### config.mk
export PLATFORM = sky130hd
export DESIGN_NAME = shift_sequencer_flat
export DESIGN_NICKNAME = d
export VERILOG_FILES = /design/src/rtl/shift_sequencer_if.sv /design/src/rtl/shift_sequencer.sv /design/src/flat_wrapper.sv
export SDC_FILE = /design/constraint.sdc
export NUM_CORES = 1
export LEC_CHECK = 0
export ABC_AREA = 1
export BUFFER_PORTS_ARGS = -buffer_cell sky130_fd_sc_hd__clkbuf_2
export CORE_MARGIN = 4
export CORE_UTILIZATION = 45
export DETAILED_ROUTE_END_ITERATION = 7
export GPL_TIMING_DRIVEN = 1
export PLACE_DENSITY = 0.8
export SLEW_MARGIN = 20
export SYNTH_ARGS = -nofsm -noshare
export SYNTH_HDL_FRONTEND = slang
export SYNTH_SLANG_ARGS = --single-unit
### constraint.sdc
create_clock -name CLK -period 3.7 [get_ports CLK]
set_clock_uncertainty 0.1 [all_clocks]
set_input_delay 0.555 -clock CLK [delete_from_list [all_inputs] [get_ports CLK]]
set_output_delay 0.555 -clock CLK [all_outputs]
set_load 0.01 [all_outputs]
### src/rtl/shift_sequencer_if.sv
// Request/result handshake and shared-barrel-shifter connection for shift_sequencer.
// The slave side is the sequencer. The master side is decode plus the shifter.
interface shift_sequencer_if;
    logic        Start;
    logic [1:0]  Type;
    logic [7:0]  Amount;
    logic [31:0] In;
    logic        CarryIn;
    logic        Busy;
    logic        Done;
    logic [31:0] Out;
    logic        CarryOut;
    logic [4:0]  Sh_Amount;
    logic [1:0]  Sh_Type;
    logic [31:0] Sh_In;
    logic [31:0] Sh_Out;

    modport master (
        output Start, Type, Amount, In, CarryIn, Sh_Out,
        input  Busy, Done, Out, CarryOut, Sh_Amount, Sh_Type, Sh_In
    );

    modport slave (
        input  Start, Type, Amount, In, CarryIn, Sh_Out,
        output Busy, Done, Out, CarryOut, Sh_Amount, Sh_Type, Sh_In
    );
endinterface

### src/rtl/shift_sequencer.sv
// Multi-cycle ARMv7 register-specified shift controller driving a shared 5-bit barrel shifter.
// Amounts beyond 31 are split into 31-bit bulk steps plus a final 1-bit step that yields the carry.
module shift_sequencer (
    input logic             CLK,
    input logic             Reset,
    shift_sequencer_if.slave bus
);
    typedef enum logic [1:0] {IDLE, BULK, LAST, DONE} state_t;

    localparam logic [1:0] T_LSL = 2'b00;
    localparam logic [1:0] T_ROR = 2'b11;

    state_t      state, state_nxt;
    logic [31:0] acc, acc_nxt;
    logic [1:0]  t, t_nxt;
    logic [5:0]  rem, rem_nxt;
    logic        c, c_nxt;
    logic [5:0]  eff;
    logic [5:0]  step;
    logic [4:0]  sh_amount;

    // Shifts of 33 or more give the same result and carry as 33, so clamp there.
    function automatic logic [5:0] eff_amount(input logic [1:0] ty, input logic [7:0] amt);
        if (ty == T_ROR)
            return {1'b0, amt[4:0]};
        else if (amt > 8'd33)
            return 6'd33;
        else
            return amt[5:0];
    endfunction

    function automatic logic [4:0] sat31(input logic [5:0] v);
        return (v > 6'd31) ? 5'd31 : v[4:0];
    endfunction

    always_ff @(posedge CLK or posedge Reset) begin
        if (Reset) begin
            state <= IDLE;
            acc   <= '0;
            t     <= '0;
            rem   <= '0;
            c     <= 1'b0;
        end else begin
            state <= state_nxt;
            acc   <= acc_nxt;
            t     <= t_nxt;
            rem   <= rem_nxt;
            c     <= c_nxt;
        end
    end

    always_comb begin
        state_nxt = state;
        acc_nxt   = acc;
        t_nxt     = t;
        rem_nxt   = rem;
        c_nxt     = c;
        sh_amount = 5'd0;
        eff       = eff_amount(bus.Type, bus.Amount);
        step      = {1'b0, sat31(rem)};

        unique case (state)
            IDLE: begin
                if (bus.Start) begin
                    acc_nxt = bus.In;
                    t_nxt   = bus.Type;
                    if (bus.Amount == 8'd0) begin
                        c_nxt     = bus.CarryIn;
                        state_nxt = DONE;
                    end else if (bus.Type == T_ROR && bus.Amount[4:0] == 5'd0) begin
                        c_nxt     = bus.In[31];
                        state_nxt = DONE;
                    end else begin
                        rem_nxt   = eff - 6'd1;
                        state_nxt = (eff > 6'd1) ? BULK : LAST;
                    end
                end
            end
            BULK: begin
                sh_amount = sat31(rem);
                acc_nxt   = bus.Sh_Out;
                rem_nxt   = rem - step;
                if (rem == step)
                    state_nxt = LAST;
            end
            LAST: begin
                // The bit shifted out by the final 1-bit step is the ARM carry.
                sh_amount = 5'd1;
                c_nxt     = (t == T_LSL) ? acc[31] : acc[0];
                acc_nxt   = bus.Sh_Out;
                state_nxt = DONE;
            end
            DONE: begin
                state_nxt = IDLE;
            end
            default: begin
                state_nxt = IDLE;
            end
        endcase
    end

    assign bus.Busy      = (state != IDLE);
    assign bus.Done      = (state == DONE);
    assign bus.Out       = acc;
    assign bus.CarryOut  = c;
    assign bus.Sh_Amount = sh_amount;
    assign bus.Sh_Type   = t;
    assign bus.Sh_In     = acc;
endmodule

### src/flat_wrapper.sv
// flat-port wrapper written by rule: the top's interface ports become plain ports
module shift_sequencer_flat 
  (CLK, Reset, bus_Start, bus_Type, bus_Amount, bus_In, bus_CarryIn, bus_Sh_Out, bus_Busy, bus_Done, bus_Out, bus_CarryOut, bus_Sh_Amount, bus_Sh_Type, bus_Sh_In);
  shift_sequencer_if bus_i ();
  input logic CLK;
  input logic Reset;
  input wire logic [$bits(bus_i.Start)-1:0] bus_Start;
  input wire logic [$bits(bus_i.Type)-1:0] bus_Type;
  input wire logic [$bits(bus_i.Amount)-1:0] bus_Amount;
  input wire logic [$bits(bus_i.In)-1:0] bus_In;
  input wire logic [$bits(bus_i.CarryIn)-1:0] bus_CarryIn;
  input wire logic [$bits(bus_i.Sh_Out)-1:0] bus_Sh_Out;
  output wire logic [$bits(bus_i.Busy)-1:0] bus_Busy;
  output wire logic [$bits(bus_i.Done)-1:0] bus_Done;
  output wire logic [$bits(bus_i.Out)-1:0] bus_Out;
  output wire logic [$bits(bus_i.CarryOut)-1:0] bus_CarryOut;
  output wire logic [$bits(bus_i.Sh_Amount)-1:0] bus_Sh_Amount;
  output wire logic [$bits(bus_i.Sh_Type)-1:0] bus_Sh_Type;
  output wire logic [$bits(bus_i.Sh_In)-1:0] bus_Sh_In;
  assign bus_i.Start = bus_Start;
  assign bus_i.Type = bus_Type;
  assign bus_i.Amount = bus_Amount;
  assign bus_i.In = bus_In;
  assign bus_i.CarryIn = bus_CarryIn;
  assign bus_i.Sh_Out = bus_Sh_Out;
  assign bus_Busy = bus_i.Busy;
  assign bus_Done = bus_i.Done;
  assign bus_Out = bus_i.Out;
  assign bus_CarryOut = bus_i.CarryOut;
  assign bus_Sh_Amount = bus_i.Sh_Amount;
  assign bus_Sh_Type = bus_i.Sh_Type;
  assign bus_Sh_In = bus_i.Sh_In;
  shift_sequencer u_core (.CLK(CLK), .Reset(Reset), .bus(bus_i));
endmodule
# [Yosys cells after proc, flatten, opt, wreduce, memory -nomap -nowiden]
# Index checks and enable logic that the tools add are counted.
[classes] eq_ne=10 n_lt_le_gt_ge=3 n_mux=21 n_addsub=2 reduce_logical=15
[op_table] cell="32-bit case mux with 2 select lines" n=1
[op_table] cell="32-bit two-way mux" n=1
[op_table] cell="6-bit two-way mux" n=5
[op_table] cell="6-bit case mux with 2 select lines" n=1
[op_table] cell="2-bit two-way mux" n=5
[op_table] cell="5-bit case mux with 2 select lines" n=1
[op_table] cell="8-bit by 6-bit greater-than comparator with 1-bit output, second input constant" n=1
[op_table] cell="8-bit zero test" n=1
[op_table] cell="2-bit case mux with 4 select lines" n=1
[op_table] cell="2-bit nonzero test" n=4
[op_table] cell="2-bit equality test, second input constant" n=3
[op_table] cell="6-bit by 5-bit equality test with 1-bit output" n=1
[op_table] cell="6-bit by 1-bit greater-than comparator with 1-bit output, second input constant" n=1
[op_table] cell="6-bit by 5-bit greater-than comparator with 1-bit output, second input constant" n=1
[op_table] cell="2-bit inequality test, second input constant" n=3
[op_table] cell="2-bit AND reduction" n=3
[op_table] cell="6-bit by 1-bit subtractor with 6-bit output, second input constant" n=1
[op_table] cell="6-bit by 5-bit subtractor with 6-bit output" n=1
[op_table] cell="5-bit zero test" n=1
[op_table] cell="5-bit two-way mux" n=1
[op_table] cell="2-bit zero test" n=2
[op_table] cell="1-bit two-way mux" n=4
[op_table] cell="4-bit AND reduction" n=1
[op_table] cell="3-bit by 1-bit inequality test with 1-bit output, second input constant" n=1
[op_table] cell="other kinds (6)" n=6
[totals] wordCells=56 ff_bits=43

# [Logic depth before layout (Yosys ltp)]
[logic_depth] depth_word=9 ltp_mapped=11 depth_no_buf=11

# [Least setup slack after synthesis]
# No wires, ideal clock.
[synth_path] path_kind="register to output" start="reg u_core.state[0]" end="out bus_Sh_Amount[1]" stages_incl_launch_ff=7 setup_slack_ns=1.638 required_time_ns=3.045 arrival_ns=1.407 cell_sequence="dfrtp_1 inv_1 ha_1 buf_4 buf_2 nand2_1 a21oi_1"
[synth_via] elab_chain_cells=2
[synth_rtl] element="start, declared" line="shift_sequencer.sv:13" rtl="state_t state, state_nxt;"
[synth_rtl] element="start signal, assigned" line="shift_sequencer.sv:44" rtl="state <= state_nxt;"
[synth_rtl] element="2-bit equality test / 2-bit by 1-bit equality test with 1-bit output (equally long branches)" line="shift_sequencer.sv:62" rtl="unique case (state)"
[synth_rtl] element="5-bit case mux with 2 select lines *" line="shift_sequencer.sv:62"
[synth_rtl] element="end, declared" line="flat_wrapper.sv:17" rtl="output wire logic [$bits(bus_i.Sh_Amount)-1:0] bus_Sh_Amount;"
# Every way passes the cells marked *; elsewhere a longest branch is shown, timed or not.

# [Worst setup path in the final report]
[layout_path] start="reg u_core.state[1]" end="out bus_Sh_Amount[0]"
# The elaborated chain is that of the path after synthesis.

==> results.py <==
metrics = {
    "global_routing": {
        "track_usage": 0.178,
        "grt_antenna_before_repair": 0,
        "overflow": 0,
        "grt_max_degree": 65,
        "grt_pass1_wl_um": 11000,
        "first_global_vias": 2521,
    },
    "timing": {
        "setup_slack_ps": 1080,
        "timing.fmax_mhz": 381,
        "finalSetupViolations": 0,
        "tightest_slew_ps": 891,
        "slew_viol_final": 0,
        "relSlewSlack": 0.405,
        "hold_violations": 0,
        "post-route-min-period_ps": 2620,
        "fin_tns_setup_ps": 0,
        "period_share": 0.709,
        "rsz0062_at_grt": "no",
    },
    "clock_tree": {
        "cts_buffer_depth": 2,
        "holdBufCountCts": 0,
        "cts_inserted_buffers": 5,
        "root_buffer": "clkbuf_8",
        "ctsResizeCount": 0,
        "clock_latency_ps": 290,
        "htree_levels": 2,
        "cts_setup_buffers": 0,
        "clock_sinks": 43,
        "clkTransAtPathRegs_ps": 80,
        "cts_tree": "built",
    },
    "placement": {
        "globalplace.congestion": 0.917,
        "port_buffers": 151,
        "dp_slack_ps": 1360,
        "dp_hpwl_um": 5460,
    },
    "floorplan": {
        "initial_utilization": 0.472,
        "io_pins": 152,
        "core_um2": 6060,
        "die_area_um2": 7700,
        "fp.dieH_um": 87.8,
        "placementRows": 28,
        "die_w_um": 87.8,
    },
    "detailed_routing": {
        "drcViolationCount": 0,
        "wl_per_cell_um": 13.1,
        "drt_iter0_markers": 92,
        "vias": 2573,
        "wl_um": 6840,
        "ant_nets": 0,
        "post_drt_via_cell_ratio": 4.92,
        "firstDrtPassIters": 4,
    },
    "logic_synthesis": {
        "synthCells": 333,
        "synth_cell_types": 32,
        "synth_common_cells": "nor2_1 (45), a21oi_1 (43), dfrtp_1 (43)",
        "synth_seq_cells": 43,
        "yosysSeqAreaShare": 0.376,
        "synth_edf_count": 0,
        "ys.flop_type": "dfrtp_1",
        "async_flop_share": 1.00,
        "yosysWarnings": 0,
        "synth.avg_cell_area_um2": 8.60,
        "yosysTopAreaCellShare": 0.376,
        "synthesis.nets": 418,
        "yosysMostFrequentCell": "nor2_1",
        "synth_area_um2": 2860,
        "synth_area_leader_cell": "dfrtp_1",
        "synthTopCellsByArea": "dfrtp_1 (38%), mux2i_1 (10%), buf_4 (9.4%)",
    },
    "critical_path": {
        "required_ps": 3040,
        "worstPathArrival_ps": 1970,
        "cp.buffers_inverters": 4,
        "start_kind": "flip-flop",
        "max_stage_delay_ps": 440,
        "critical_path.most_common_cell": "inv_1",
        "crit_chain": "inv_1 > ha_1 > inv_1 > a21oi_1 > o21ai_0 > inv_1 > clkbuf_2",
        "crit_path_top_delay_cell": "ha_1",
        "cp-end-kind": "output port",
        "critPathKind": "reg2out",
        "path_max_fanout": 12,
        "crit_family": "buffers and inverters",
    },
    "min_path": {
        "hp-class": "in2async",
    },
    "cells_and_area": {
        "syn_to_final_growth_pct": 22.6,
        "diodes": 0,
        "register_area_um2": 1080,
        "multi_input_area_um2": 1370,
        "fin_util": 0.579,
        "nets": 533,
        "drive_gt1_frac": 0.422,
        "n_fill_cell": 569,
    },
    "power_and_ir_drop": {
        "cellLeakagePower_uw": 0.00189,
        "ir_drop_v": 0.000638,
        "power_density_nw_per_um2": 1010,
    },
    "run_status": {
        "status": "finished, final reports clean",
    },
    "job": {
        "cap_violations": 0,
    },
}
## cells by family after synthesis
| logic type | after synthesis | share of synthesized area |
|---|---|---|
| muxes | 32 | 0.113 |
| buffers and inverters | 71 | 0.147 |
| DFF | 43 | 0.376 |
| and+or+nand+nor | 110 | 0.187 |
| AOI/OAI and AO/OA | 68 | 0.141 |
| adders and majority gates | 7 | 0.0306 |
| xor gates and xnor gates | 2 | 0.00612 |
## layout make-up
cell class                 count  area share
tap                           75      0.0267
sequential                    43       0.307
clock buffer                   6      0.0207
inverter                      27      0.0303
clock inverter                 1     0.00856
timing repair buffer         152       0.217
multi-input combinational    219       0.390
## stage by stage
| step | std cells | power (µW) | cell area (µm²) | hold slack, ps |
|---|---|---|---|---|
| 2_1_floorplan | 333 | 2800 | 2860 | 349 |
| 3_3_place_gp | 516 | 3140 | 3410 | 366 |
| 4_1_cts | 523 | 3580 | 3510 | 379 |
| 5_1_grt | 523 | 3870 | 3510 | 412 |
| 3_5_place_dp | 516 | 3210 | 3410 | 377 |
| 6_report | 523 | 3540 | 3510 | 338 |
## metal layers
| layer | global-route usage | part of all wire | up-vias |
|---|---|---|---|
| met5 | 0 | 0 | - |
| met4 | 0.0321 | 0.0083 | 0 |
| met3 | 0.0452 | 0.097 | 7 |
| met2 | 0.327 | 0.50 | 119 |
| met1 | 0.211 | 0.39 | 1158 |
| li1 | - | - | 1289 |
## path summary, 6_finish.rpt
check / from / end / slack (ps) / cells after the start
max in group asynchronous: Reset / u_core.bus.Out[31] / 2610 / 2
worst max register to register: u_core.state[0] / u_core.bus.Out[31] / 1330 / 6
min in group CLK: u_core.rem[2] / u_core.rem[2] / 390 / 2
worst min-delay path: Reset / u_core.bus.Out[14] / 340 / 2
worst min register to register: u_core.rem[2] / u_core.rem[2] / 390 / 2
worst max-delay path: u_core.state[1] / bus_Sh_Amount[0] / 1080 / 7
## registers in the layout, indices dropped and copies added, names as in the netlist
register	cells
u_core.state	2
u_core.rem	6
u_core.bus.Out	32
u_core.bus.Sh_Type	2
u_core.bus.CarryOut	1
## power breakdown
| group | leakage (µW) | switching (µW) | internal [µW] |
|---|---|---|---|
| clock | 0.0000513 | 156 | 198 |
| sequential | 0.000491 | 210 | 735 |
| combinational | 0.00134 | 1330 | 905 |
## placed cells by master (no fill, tap or decap)
master	instances
clkbuf_2	151
nor2_1	45
a21oi_1	43
dfrtp_1	43
nand2_1	40
mux2i_1	30
inv_1	23
o21ai_0	11
nor2_2	7
nand3_1	7
ha_1	6
clkbuf_8	5
a21oi_4	3
o211ai_1	3
inv_4	2
nor2_8	2
nor2_4	2
nand2_2	2
nand3_4	2
mux2_2	2
nand3_2	2
o21ai_1	2
xnor2_1	2
a21oi_2	2
inv_2	2
o22ai_1	1
o211ai_2	1
a31oi_1	1
o21ai_2	1
nand4_1	1
ha_2	1
bufinv_16	1
clkbuf_1	1
buf_4	1
## worst reg2reg max path, delay by kind of cell (launching register included)
family / cells / cell delay [ps]
and+or+nand+nor: 2 / 760
adders and majority gates: 1 / 660
DFF: 1 / 380
AOI/OAI and AO/OA: 2 / 310
buffers and inverters: 1 / 90
(Power assumes the default switching activity.)
